## config.mk

```make
export PLATFORM = sky130hd
export DESIGN_NAME = alu_issue
export DESIGN_NICKNAME = d
export VERILOG_FILES = /design/src/rtl/alu_pkg.sv /design/src/rtl/alu_issue_alu.sv /design/src/rtl/alu_issue.sv
export SDC_FILE = /design/constraint.sdc
export NUM_CORES = 1
export LEC_CHECK = 0
export ABC_AREA = 1
export BUFFER_PORTS_ARGS = -buffer_cell sky130_fd_sc_hd__buf_2
export CAP_MARGIN = 30
export CORE_UTILIZATION = 47
export CTS_BUF_LIST = sky130_fd_sc_hd__clkbuf_2 sky130_fd_sc_hd__clkbuf_4 sky130_fd_sc_hd__clkbuf_8
export CTS_CLUSTER_DIAMETER = 30
export CTS_CLUSTER_SIZE = 30
export DETAILED_ROUTE_END_ITERATION = 10
export GPL_ROUTABILITY_DRIVEN = 0
export GPL_TIMING_DRIVEN = 0
export PLACE_DENSITY = 0.71
export SLEW_MARGIN = 10
export SYNTH_ARGS = -nofsm -noshare
export SYNTH_HDL_FRONTEND = slang
export SYNTH_SLANG_ARGS = --single-unit
```

## constraint.sdc

```tcl
create_clock -name clk -period 10.3 [get_ports clk]
set_clock_uncertainty 0.2 [all_clocks]
set_input_delay 2.06 -clock clk [delete_from_list [all_inputs] [get_ports clk]]
set_output_delay 2.06 -clock clk [all_outputs]
set_load 0.005 [all_outputs]
```

## src/rtl/alu_pkg.sv

```systemverilog
// Shared encodings for the ALU issue stage: op codes, branch conditions and
// the branch-condition evaluator used against the architectural flags.
// Ports: none (package).
package alu_pkg;

  localparam int DATA_W = 16;

  // ALU operation encodings
  localparam logic [2:0] OP_ADD = 3'b000;
  localparam logic [2:0] OP_LHB = 3'b001;
  localparam logic [2:0] OP_SUB = 3'b010;
  localparam logic [2:0] OP_AND = 3'b011;
  localparam logic [2:0] OP_NOR = 3'b100;
  localparam logic [2:0] OP_SLL = 3'b101;
  localparam logic [2:0] OP_SRL = 3'b110;
  localparam logic [2:0] OP_SRA = 3'b111;

  // Branch condition encodings
  localparam logic [2:0] COND_NE     = 3'b000;
  localparam logic [2:0] COND_EQ     = 3'b001;
  localparam logic [2:0] COND_GT     = 3'b010;
  localparam logic [2:0] COND_LT     = 3'b011;
  localparam logic [2:0] COND_GE     = 3'b100;
  localparam logic [2:0] COND_LE     = 3'b101;
  localparam logic [2:0] COND_OV     = 3'b110;
  localparam logic [2:0] COND_UNCOND = 3'b111;

  function automatic logic eval_cond(input logic [2:0] cond,
                                     input logic z, input logic v, input logic n);
    logic taken;
    taken = 1'b0;
    case (cond)
      COND_NE:     taken = !z;
      COND_EQ:     taken = z;
      COND_GT:     taken = !z && !n;
      COND_LT:     taken = n;
      COND_GE:     taken = z || !n;
      COND_LE:     taken = n || z;
      COND_OV:     taken = v;
      default:     taken = 1'b1;
    endcase
    return taken;
  endfunction

endpackage

```

## src/rtl/alu_issue_alu.sv

```systemverilog
// Purpose: combinational 16-bit ALU with saturating ADD/SUB.
// Latency: 0 cycles (pure combinational). Backpressure: none, no state.
// Ports: i_op/i_src0/i_src1/i_shamt in; o_dst result, o_ov signed overflow
//        (ADD/SUB only), o_zr result-is-zero (after saturation).
module alu_issue_alu
  import alu_pkg::*;
(
  input  logic [2:0]        i_op,
  input  logic [DATA_W-1:0] i_src0,
  input  logic [DATA_W-1:0] i_src1,
  input  logic [3:0]        i_shamt,
  output logic [DATA_W-1:0] o_dst,
  output logic              o_ov,
  output logic              o_zr
);

  logic              w_sub;
  logic [DATA_W-1:0] w_b;
  logic [DATA_W-1:0] w_sum;
  logic              w_ov;

  // SUB reuses the adder as a + ~b + 1
  assign w_sub = (i_op == OP_SUB);
  assign w_b   = w_sub ? ~i_src1 : i_src1;
  assign w_sum = i_src0 + w_b + {{(DATA_W-1){1'b0}}, w_sub};
  // Overflow when both adder inputs share a sign that the sum does not
  assign w_ov  = (i_src0[DATA_W-1] == w_b[DATA_W-1]) &&
                 (w_sum[DATA_W-1] != i_src0[DATA_W-1]);

  always_comb begin
    o_dst = '0;
    o_ov  = 1'b0;
    case (i_op)
      OP_ADD, OP_SUB: begin
        o_ov = w_ov;
        // Saturate toward the sign of src0 (the true result's sign)
        if (w_ov) o_dst = i_src0[DATA_W-1] ? 16'h8000 : 16'h7FFF;
        else      o_dst = w_sum;
      end
      OP_LHB:  o_dst = {i_src1[15:8], i_src0[7:0]};
      OP_AND:  o_dst = i_src0 & i_src1;
      OP_NOR:  o_dst = ~(i_src0 | i_src1);
      OP_SLL:  o_dst = i_src0 << i_shamt;
      OP_SRL:  o_dst = i_src0 >> i_shamt;
      default: o_dst = $signed(i_src0) >>> i_shamt;
    endcase
  end

  assign o_zr = (o_dst == '0);

endmodule

```

## src/rtl/alu_issue.sv

```systemverilog
// Purpose: single-entry ALU issue stage with flag register and branch resolve.
// Latency: 1 cycle from accepted instruction to registered result.
// Backpressure: in_ready = !out_valid | out_ready; stalled result held stable.
// Ports: clk/rst (sync, active-high); in_* instruction with valid/ready;
//        out_* registered result with valid/ready; flag_z/v/n architectural flags.
module alu_issue
  import alu_pkg::*;
(
  input  logic              clk,
  input  logic              rst,
  input  logic              in_valid,
  output logic              in_ready,
  input  logic [2:0]        in_op,
  input  logic [DATA_W-1:0] in_src0,
  input  logic [DATA_W-1:0] in_src1,
  input  logic [3:0]        in_shamt,
  input  logic [3:0]        in_dst_reg,
  input  logic              in_we,
  input  logic              in_br,
  input  logic [2:0]        in_cond,
  output logic              out_valid,
  input  logic              out_ready,
  output logic [DATA_W-1:0] out_data,
  output logic [3:0]        out_dst_reg,
  output logic              out_we,
  output logic              out_taken,
  output logic              flag_z,
  output logic              flag_v,
  output logic              flag_n
);

  logic              r_out_valid;
  logic [DATA_W-1:0] r_out_data;
  logic [3:0]        r_out_dst_reg;
  logic              r_out_we;
  logic              r_out_taken;
  logic              r_flag_z;
  logic              r_flag_v;
  logic              r_flag_n;

  logic [DATA_W-1:0] w_dst;
  logic              w_ov;
  logic              w_zr;
  logic              w_ready;
  logic              w_xfer;
  logic              w_taken;

  alu_issue_alu u_alu (
    .i_op    (in_op),
    .i_src0  (in_src0),
    .i_src1  (in_src1),
    .i_shamt (in_shamt),
    .o_dst   (w_dst),
    .o_ov    (w_ov),
    .o_zr    (w_zr)
  );

  // rst term keeps in_ready high before the first reset edge has cleared out_valid
  assign w_ready = rst || !r_out_valid || out_ready;
  assign w_xfer  = in_valid && w_ready;
  // Flags seen here already include every previously accepted instruction
  assign w_taken = eval_cond(in_cond, r_flag_z, r_flag_v, r_flag_n);

  always_ff @(posedge clk) begin
    if (rst) begin
      r_out_valid   <= 1'b0;
      r_out_data    <= '0;
      r_out_dst_reg <= '0;
      r_out_we      <= 1'b0;
      r_out_taken   <= 1'b0;
      r_flag_z      <= 1'b0;
      r_flag_v      <= 1'b0;
      r_flag_n      <= 1'b0;
    end else if (w_xfer) begin
      r_out_valid   <= 1'b1;
      r_out_data    <= in_br ? '0 : w_dst;
      r_out_dst_reg <= in_dst_reg;
      r_out_we      <= in_we && !in_br;
      r_out_taken   <= in_br ? w_taken : 1'b0;
      if (!in_br) begin
        case (in_op)
          OP_ADD, OP_SUB: begin
            r_flag_z <= w_zr;
            r_flag_v <= w_ov;
            r_flag_n <= w_dst[DATA_W-1];
          end
          OP_LHB:  ;
          default: r_flag_z <= w_zr;
        endcase
      end
    end else if (out_ready) begin
      r_out_valid <= 1'b0;
    end
  end

  assign in_ready    = w_ready;
  assign out_valid   = r_out_valid;
  assign out_data    = r_out_data;
  assign out_dst_reg = r_out_dst_reg;
  assign out_we      = r_out_we;
  assign out_taken   = r_out_taken;
  assign flag_z      = r_flag_z;
  assign flag_v      = r_flag_v;
  assign flag_n      = r_flag_n;

endmodule

```

**Word level (Yosys, flattened, before mapping)**

Index checks and enable logic that the tools add are counted.

- Output and inout port bits: 27
- Input bits: 52
- Logic and storage cells: 61
- Register bits after elaboration: 26

- Shift operators: 3
- Add/subtract/negate cells: 2
- Bitwise gates (word level): 6
- Equal/unequal tests: 14
- Reduce and logical (&&, ||, !) cells: 19
- Multiplexer cells: 9

Operator list:

| operator | count |
|---|---|
| 16-bit one-hot mux with 6 select lines | 1 |
| 16-bit two-way mux | 4 |
| 16-bit inverter | 2 |
| 3-bit == test, second input constant | 6 |
| 16-bit by 1-bit adder with 16-bit output | 1 |
| 16-bit adder | 1 |
| 16-bit AND | 1 |
| 16-bit zero test | 1 |
| 16-bit bitwise OR | 1 |
| 16-bit by 4-bit left shift with 16-bit output | 1 |
| 16-bit by 4-bit >> shifter with 16-bit output | 1 |
| 16-bit by 4-bit >>> shifter with 16-bit output | 1 |
| 3-bit by 2-bit == test with 1-bit output, second input constant | 4 |
| 1-bit one-hot mux with 7 select lines | 1 |
| 3-bit by 1-bit == test with 1-bit output, second input constant | 2 |
| 3-bit zero test | 2 |
| 3-bit AND reduction | 2 |
| 1-bit logical AND | 4 |
| 1-bit zero test | 4 |
| 1-bit logical OR | 4 |
| 1-bit two-way mux | 3 |
| 1-bit inverter | 2 |
| 2-bit nonzero test | 1 |
| 2-bit OR reduction | 1 |
| 2 further kinds | 2 |

**Depth between registers and ports, before layout**

Gate-level depths: netlist of run 1.

- Depth in word-level cells: 9
- Gate-level depth with buffers: 24
- Depth with buffers taken out: 23

**Modules after synthesis**

A second synthesis of run 1 with hierarchy kept.

- Cells, all modules: 794
- Area total of the unflattened synthesis: 4322.9 µm²

By module, submodules not included:

| module | cells an instance | area an instance (µm²) | seq. area each (µm²) | times used |
|---|---|---|---|---|
| alu_issue_alu | 657 | 3295.7 | 0.0 | 1 |
| alu_issue | 137 | 1027.2 | 520.5 | 1 |

**Worst setup path before layout of run 1**

Ideal clock, no wire load.

- Kind: input to register
- From: input port in_op[2]
- To: register r_flag_z, in the netlist flag_z
- Library setup time: 0.070 ns
- Data required time: 10.030 ns
- Arrival time: 4.630 ns
- Stages: 22
- Path buffers: 2
- Path slack: 5.400 ns
- Path through: inv_2 -> nand3_4 -> buf_1 -> xnor2_1 -> ha_1 -> a21o_1 -> a31oi_1 -> nand2_2 -> nand2_2 -> nand2_1 -> nand2_1 -> nand2_2 -> nand2_4 -> buf_6 -> nand2_1 -> nand2_1 -> nand2_1 -> nor2_1 -> nand2_1 -> nor2_1 -> nand4_1 -> a21oi_1

- Longest elaborated chain between the ends: 9
- Elaborated cells on any way between the ends: 19
- Classes of those cells: 2 x add/sub; 8 x eq/ne; 3 x mux; 1 x bitwise; 5 x reduce/logical

RTL lines:

| what | RTL line | text |
|---|---|---|
| from (decl) | alu_issue.sv:13 | `input logic [2:0] in_op,` |
| 3-bit by 2-bit == test with 1-bit output | alu_issue_alu.sv:23, alu_issue_alu.sv:33 |  |
| 16-bit two-way mux | alu_issue_alu.sv:24 | `assign w_b = w_sub ? ~i_src1 : i_src1;` |
| 16-bit adder | alu_issue_alu.sv:25 | `assign w_sum = i_src0 + w_b + {{(DATA_W-1){1'b0}}, w_sub};` |
| 16-bit by 1-bit adder with 16-bit output | alu_issue_alu.sv:25 |  |
| 1-bit != test | alu_issue_alu.sv:28 | `(w_sum[DATA_W-1] != i_src0[DATA_W-1]);` |
| 1-bit logical AND | alu_issue_alu.sv:27 | `assign w_ov = (i_src0[DATA_W-1] == w_b[DATA_W-1]) &&` |
| 16-bit two-way mux | alu_issue_alu.sv:37 | `if (w_ov) o_dst = i_src0[DATA_W-1] ? 16'h8000 : 16'h7FFF;` |
| 16-bit one-hot mux with 6 select lines | alu_issue_alu.sv:33 | `case (i_op)` |
| 16-bit zero test | alu_issue_alu.sv:49 | `assign o_zr = (o_dst == '0);` |
| to (signal assigned) | alu_issue.sv:83 | `r_flag_z <= w_zr;` |
| to (signal assigned) | alu_issue.sv:88 | `default: r_flag_z <= w_zr;` |
| to (decl) | alu_issue.sv:37 | `logic r_flag_z;` |

Parallel ways exist; a longest one is shown, timed or not.
A chain may end at the register's enable or synchronous reset.

**Final worst setup path of run 1**

Ends and elaborated chain as after synthesis.

==> impl_results.md, run 1 <==
* Required time worst endpoint at 10.31 ns
* Worst path cell trace: buf_2 > inv_2 > nand3_4 > buf_1 > xor2_1 > ha_1 > a21oi_1 > o21ai_0 > a21oi_1 > nand2_1 > nand2_1 > nand2_2 > nand2_4 > buf_6 > nand2_1 > nand2_1 > nand2_1 > nand2_1 > nand2_1 > nor2_1 > nand4_1 > a21oi_1
* Crit path launch type: input port
* Endpoints failing setup at 0
* Max Fclk at 179.7 MHz
* Final Max Slew Viols at 0
* CTS root buffer: clkbuf_8
* Vias in the first global route at 4858
* Final period util at 0.5403
* Worst Setup End Kind: flip-flop
* First-pass GRT wire length at 23220 microns
* Initial antenna violation count at 0
* Leading cell type in the layout, fill and taps excluded: nand2_1
* Starting DRT DRC Count at 550
* Top cell type by total area after synthesis: nand2_1
* Clock-pin slew on the worst setup and hold paths at 0.09 ns
* Relative slew margins at 0.4537
* Pin count of the biggest net entering global routing at 16
* Register area share after synthesis at 0.1258
* Comb power frac at 0.558
* Syn nets at 819
* Die width at 95.83 microns
* Clock Tree Buf Depth at 2
* TritonCTS clock tree: built
* Sw power at 192.6 uW
* Synth top area share at 0.2141
* CP bufs+invs at 4
* Clock power share at 0.192
* Chip height at 95.83 microns
* RSZ-0062 raised after global routing: no
* Area contributors post-synth: nand2_1 21%, dfxtp_1 13%, o21ai_0 9.6%, a21oi_1 7.4%, ha_1 5.7%
* Grt ovf at 0
* Max-cap check violation count at 0
* Yosys reg bits at 26
* Layout area overhead at 13.85%
* Detail Placement HPWL at 12150 microns
* Fin nets at 898
* Hold WC Path Type: reg -> reg
* Die Area at 9182 sq um
* Max FFs per register at 16
* Status: completed
* Synthesized instance count at 747
* CP top delay family: simple AND/OR/NAND/NOR gates
* Final WL at 14690 microns
* DRC violations left at 0
* VDD IR-drop max at 46.76 uV
* Ratio of cells with drive above 1 in the final layout at 0.1358
* Seq pwr share at 0.250
* Pint at 241.4 uW
* Number of nets with antenna violations after routing at 0
* Final Util at 0.5620
* IO Count at 79
* DP Worst Slack at 4.549 ns
* Setup total negative slack at 0 ns
* PD cells at 92.14 nW/um^2
* Port buffer count at 74
* DP Area at 4639 sq um
* Starting Density at 0.4937
* Syn_area_per_cell at 5.539 sq um
* Syn. warnings at 0
* Arrival time at the worst endpoint at 5.57 ns
* Drt first pass iters at 5
* WL/cell at 15.79 microns
* Synth unique cells at 45
* Resized cells post-CTS at 0
* Core ar. at 8382 sq um
* Sw Share at 0.4438
* Synth Cell Area at 4138 sq um
* Final Worst Setup Slack at 4.735 ns
* Crit-path max FO at 10
* Max incr delay on CP at 0.60 ns
* Vias per inst at 5.884
* CP most frequent cell: nand2_1
* Fill cells at 935
* Htree depth at 1
* Endpoints failing hold at 0
* Clk_lat worst skew at 0.27 ns
* Worst-margin pin slew at 0.8132 ns
* Final worst path period need at 5.565 ns
* Clock sink count at 26
* Hold buffer count at CTS at 0
* Most frequent cells in the layout: 236 x nand2_1, 88 x buf_2, 79 x o21ai_0, 61 x inv_1, 61 x a21oi_1
* Diodes inserted at 0
* Final instance area at 4711 sq um
* Routed vias at 5472
* Total CTS buffers at 3
* CP Class: in -> reg
* Pleak at 0.002365 uW
* Worst path slowest cell: buf_1
* Row Count at 33
* Total Routing Usage GR at 0.3233
* Setup bufs post-CTS at 0
## power by group through the flow
stage	Clock [uW]	Sequential (uW)	Combinational, uW
floorplan	0	111	162
global placement	0	111	231
detailed placement	0	111	233
CTS	84.6	108	234
global route	89.0	109	268
finish	83.4	108	242
## path summary, 6_finish.rpt
check | from | to | slack [ns] | cells after the start
worst max-delay path | in_op[2] | flag_z$_SDFFE_PP0P_ | 4.74 | 22
worst min-delay path | out_data[7]$_SDFFE_PP0P_ | out_data[7]$_SDFFE_PP0P_ | 0.26 | 2
worst max register to register | out_valid$_SDFFE_PP0P_ | out_data[11]$_SDFFE_PP0P_ | 8.20 | 6
worst min register to register | out_data[7]$_SDFFE_PP0P_ | out_data[7]$_SDFFE_PP0P_ | 0.26 | 2
## worst reg2reg max path, cell delays in order, from the launching register on
cell and delay [ns]:
dfxtp_1 0.32, nand3b_1 0.11, nand2_1 0.17, nor2_1 0.50, clkbuf_1 0.38, o21ai_0 0.20
a21oi_1 0.15
## final cells by class
| cell class | count | area (sq um) | area share |
|---|---|---|---|
| multi-input combinational | 621 | 3209 | 0.6813 |
| clock inverter | 1 | 30.03 | 0.006374 |
| clock buffer | 3 | 41.29 | 0.008765 |
| inverter | 67 | 251.5 | 0.05339 |
| buffer | 33 | 156.4 | 0.03320 |
| tap | 105 | 131.4 | 0.02789 |
| timing repair buffer | 74 | 370.4 | 0.07862 |
| sequential | 26 | 520.5 | 0.1105 |
## metal layers
| metal | routed length (microns) | track usage |
|---|---|---|
| met1 | 6144 | 0.4283 |
| met2 | 6415 | 0.5292 |
| met3 | 1485 | 0.03633 |
| met4 | 643 | 0.1356 |
| met5 | 0 | 0 |
## logic make-up (layout without fill, tap and decap cells)
| family | after synthesis | count (layout) | synth area share |
|---|---|---|---|
| compound gates | 201 | 201 | 0.2800 |
| simple gates | 374 | 374 | 0.3783 |
| xor+xnor | 26 | 26 | 0.05504 |
| flops | 26 | 26 | 0.1258 |
| fa+ha+maj | 20 | 20 | 0.06229 |
| buf+inv | 100 | 178 | 0.09858 |
## through the flow
stage / total power [uW] / hold slack, ns / cells
after global routing: 466.5 / 0.2872 / 930
after detailed placement: 344.0 / 0.2517 / 926
after global placement: 341.4 / 0.2489 / 926
final: 434.1 / 0.2639 / 930
after CTS: 427.4 / 0.2658 / 930
after floorplan: 273.5 / 0.2618 / 747
## Yosys cell counts, drive strengths merged
cell	count
nand2	243
o21ai	83
inv	65
a21oi	61
nor2	58
nand3	48
dfxtp	26
buf	19
ha	19
xor2	15
clkbuf	14
nor3	13
o211ai	12
xnor2	11
a211oi	9
a21o	5
o21a	5
o31ai	5
a31oi	4
a221oi	3
and2	3
nand4	3
o21bai	3
o311ai	3
or2	3
a21boi	2
clkinv	2
nand3b	2
o2111ai	2
a22o	1
and3	1
fa	1
o221ai	1
o2bb2ai	1
o32ai	1
No activity file was read; power rests on OpenSTA's default activity.
==> run 2, diff against run 1 <==
--- a/config.mk
+++ b/config.mk
@@ -5,7 +5,7 @@
 export SDC_FILE = /design/constraint.sdc
 export NUM_CORES = 1
 export LEC_CHECK = 0
-export ABC_AREA = 1
+export ABC_AREA = 0
 export BUFFER_PORTS_ARGS = -buffer_cell sky130_fd_sc_hd__buf_2
 export CAP_MARGIN = 30
 export CORE_UTILIZATION = 47
@@ -15,7 +15,7 @@
 export DETAILED_ROUTE_END_ITERATION = 10
 export GPL_ROUTABILITY_DRIVEN = 0
 export GPL_TIMING_DRIVEN = 0
-export PLACE_DENSITY = 0.71
+export PLACE_DENSITY = 0.74
 export SLEW_MARGIN = 10
 export SYNTH_ARGS = -nofsm -noshare
 export SYNTH_HDL_FRONTEND = slang
==> constraint.sdc (replaced) <==
create_clock -name clk -period 4.6 [get_ports clk]
set_clock_uncertainty 0.2 [all_clocks]
set_input_delay 0.92 -clock clk [delete_from_list [all_inputs] [get_ports clk]]
set_output_delay 0.92 -clock clk [all_outputs]
set_load 0.005 [all_outputs]
==> impl_results.md, run 2 <==
* Placed Cells at 833 (-10%)
* Required time worst endpoint at 4.57 ns (-5.74 ns)
* Relative slew margins at 0.5216 (+0.06792)
* Cell depth of the worst flop-to-flop path at 7 (+1)
* Chip height at 100.0 microns (+4.4%)
* Pin count of the biggest net entering global routing at 15 (-1)
* Leading cell type in the layout, fill and taps excluded: nor2_1
* Crit path launch type: input port
* Total Power at 1104 uW (+150%)
* Drt first pass iters at 8 (+3)
* Synth top area share at 0.1153 (-0.09882)
* Syn. warnings at 0 (unchanged)
* Worst path slowest cell: or4_1
* Clock-pin slew on the worst setup and hold paths at 0.09 ns (about the same)
* Htree depth at 1 (unchanged)
* Die width at 100.0 microns (+4.4%)
* Sw Share at 0.4466 (+0.002793)
* Max FFs per register at 16 (unchanged)
* Syn nets at 704 (-14%)
* Initial antenna violation count at 0 (unchanged)
* Core ar. at 9284 sq um (+11%)
* Synthesized instance count at 632 (-15%)
* Hold WC Path Type: reg -> reg
* VDD IR-drop max at 86.24 uV (+84%)
* Hold buffer count at CTS at 0 (unchanged)
* DRC violations left at 0 (unchanged)
* Count leader, synth: nor2_1
* Clk_lat worst skew at 0.26 ns (about the same)
* Port buffer count at 72 (-2.7%)
* Number of nets with antenna violations after routing at 0 (unchanged)
* Endpoints failing hold at 0 (unchanged)
* Layout area overhead at 27.46%
* Setup total negative slack at 0 ns (unchanged)
* Routed vias at 5944 (+8.6%)
* Pleak at 0.002347 uW (-0.73%)
* Total CTS buffers at 3 (unchanged)
* Area contributors post-synth: dfxtp_1 12%, nor2_1 7.0%, a21oi_1 5.4%, ha_1 5.3%, mux2i_1 5.1%
* Worst Setup End Kind: flip-flop
* Clock Tree Buf Depth at 2 (unchanged)
* First-pass GRT wire length at 28030 microns (+21%)
* Vias in the first global route at 5502 (+13%)
* CTS root buffer: clkbuf_8
* IO Count at 79 (unchanged)
* Ratio of cells with drive above 1 in the final layout at 0.2753 (+0.1395)
* Comb power frac at 0.650 (+0.092)
* Final period util at 0.9882
* Endpoints failing setup at 0 (unchanged)
* Starting Density at 0.4864 (-0.007268)
* Max-cap check violation count at 0 (unchanged)
* Post-synth top flop: dfxtp_1
* Max Fclk at 220.0 MHz
* RSZ-0062 raised after global routing: yes
* Worst Hold Depth at 2 (unchanged)
* Status: completed
* Final Util at 0.6199 (+0.05792)
* Yosys reg bits at 26 (unchanged)
* Fin nets at 814 (-9.4%)
* CP Class: in -> reg
* Top cells by count, synth: 84 x nor2_1, 52 x nand2_1, 49 x a21oi_1
* Final worst path period need at 4.546 ns
* Fraction of registers with async set/reset at 0 (unchanged)
* Pint at 611.1 uW (+150%)
* Seq pwr share at 0.220 (-0.030)
* Final Max Slew Viols at 0 (unchanged)
* DP Worst Slack at -0.4733 ns (-5.022 ns)
* WL/cell at 20.80 microns (+32%)
* Grt ovf at 0 (unchanged)
* Top cell type by total area after synthesis: dfxtp_1
* Register area share after synthesis at 0.1153 (-0.01053)
* Clock power share at 0.130 (-0.062)
* Max incr delay on CP at 0.52 ns (-0.08 ns)
* Die Area at 10000 sq um (+8.9%)
* Worst-margin pin slew at 0.7151 ns (-0.09804 ns)
* Final WL at 18090 microns (+23%)
* Crit-path max FO at 5 (-5)
* Starting DRT DRC Count at 802 (+46%)
* Most frequent cells in the layout: 80 x nor2_1, 78 x buf_2, 49 x nand2_1, 44 x a21oi_1, 36 x o21ai_0
* Row Count at 35 (+6.1%)
* Sw power at 493.2 uW (+160%)
* Synth Cell Area at 4516 sq um (+9.1%)
* Total Routing Usage GR at 0.3531 (+0.02986)
* Worst path cell trace: buf_6 > nor3b_4 > buf_6 > clkbuf_16 > mux2i_1 > fa_2 > xnor2_1 > nand2_1 > o32ai_1 > or4_1 > o32a_1 > or4_1 > a211o_1 > o41ai_4
* Detail Placement HPWL at 13560 microns (+12%)
* Clock sink count at 26 (unchanged)
* Syn_area_per_cell at 7.145 sq um (+29%)
* Vias per inst at 6.832 (+16%)
* Diodes inserted at 0 (unchanged)
* Final Worst Setup Slack at 0.05442 ns (-4.681 ns)
* PD cells at 191.9 nW/um^2 (+110%)
* Post-synth EDFFs at 0 (unchanged)
* Layout Cells excl Fill at 870 (-6.5%)
* TritonCTS clock tree: built
* Arrival time at the worst endpoint at 4.52 ns (-1.05 ns)
* Synth unique cells at 79 (+76%)
run 2: cell types whose count changed in the layout (fill, tap and decap cells not counted), moves of 13 or more:
cell,before,now
nand3_1,45,12
o21ai_0,79,36
nand2b_1,0,14
clkbuf_1,14,30
nand2_1,236,49
mux2i_1,0,23
a22oi_1,0,14
inv_1,61,11
nor3_1,13,27
nor2_1,57,80
a21oi_1,61,44
buf_4,0,32
mux2_2,0,13
run 2: what timing repair did:
item / CTS / global route
cloned: 1 / 0
gates resized for setup: 50 / 14
endpoints found under the setup margin: 1 / 2
pin swaps: 36 / 25
buffers inserted: 29 / 5
run 2: power groups by stage:
stage	registers, uW	logic (uW)	clock network [uW]
3_5_place_dp	248	573	0
3_3_place_gp	247	561	0
6_report	243	718	144
4_1_cts	242	662	145
2_1_floorplan	249	396	0
5_1_grt	244	757	153
run 2: logic make-up after synthesis:
family,count (synthesis),synth area share
AOI/OAI and AO/OA,215,0.3284
muxes,47,0.1366
buffers and inverters,63,0.06207
xor gates and xnor gates,26,0.05043
and+or+nand+nor,234,0.2480
DFF,26,0.1153
adders and majority gates,21,0.05930
run 2: metal layers:
metal	vias up	global-route usage	wire length, microns
met5	-	0	0
met2	502	0.5586	7781
met1	2709	0.4450	6748
li1	2611	-	-
met3	122	0.08148	2327
met4	0	0.1940	1234
run 2: final cells by class:
cell class,count,area [sq um]
plain buffers,48,261.5
clock buffers,4,55.05
fillers,850,3528
inverters,14,52.55
multi-input cells,543,4066
flip-flops and latches,26,520.5
well taps,129,161.4
repair buffers,106,638.1
run 2: through the flow:
stage	hold WS, ns	cell area, sq um
floorplan	0.2527	4578
global placement	0.2407	5100
detailed placement	0.2465	5100
CTS	0.2587	5655
global route	0.2867	5756
finish	0.2551	5756
run 2: path summary, 6_finish.rpt:
| path | to | start | slack, ns |
|---|---|---|---|
| min | out_dst_reg[1]$_SDFFE_PP0P_ | out_dst_reg[1]$_SDFFE_PP0P_ | 0.26 |
| max | flag_z$_SDFFE_PP0P_ | in_op[2] | 0.05 |
| max reg2reg | flag_z$_SDFFE_PP0P_ | out_valid$_SDFFE_PP0P_ | 2.21 |
| min reg2reg | out_dst_reg[1]$_SDFFE_PP0P_ | out_dst_reg[1]$_SDFFE_PP0P_ | 0.26 |
run 2: worst max-delay path, delay by kind of cell:
family	cells	cell delay [ns]
and+or+nand+nor	4	1.32
AOI/OAI and AO/OA	4	1.14
buffers and inverters	3	0.47
adders and majority gates	1	0.41
xor gates and xnor gates	1	0.13
muxes	1	0.11
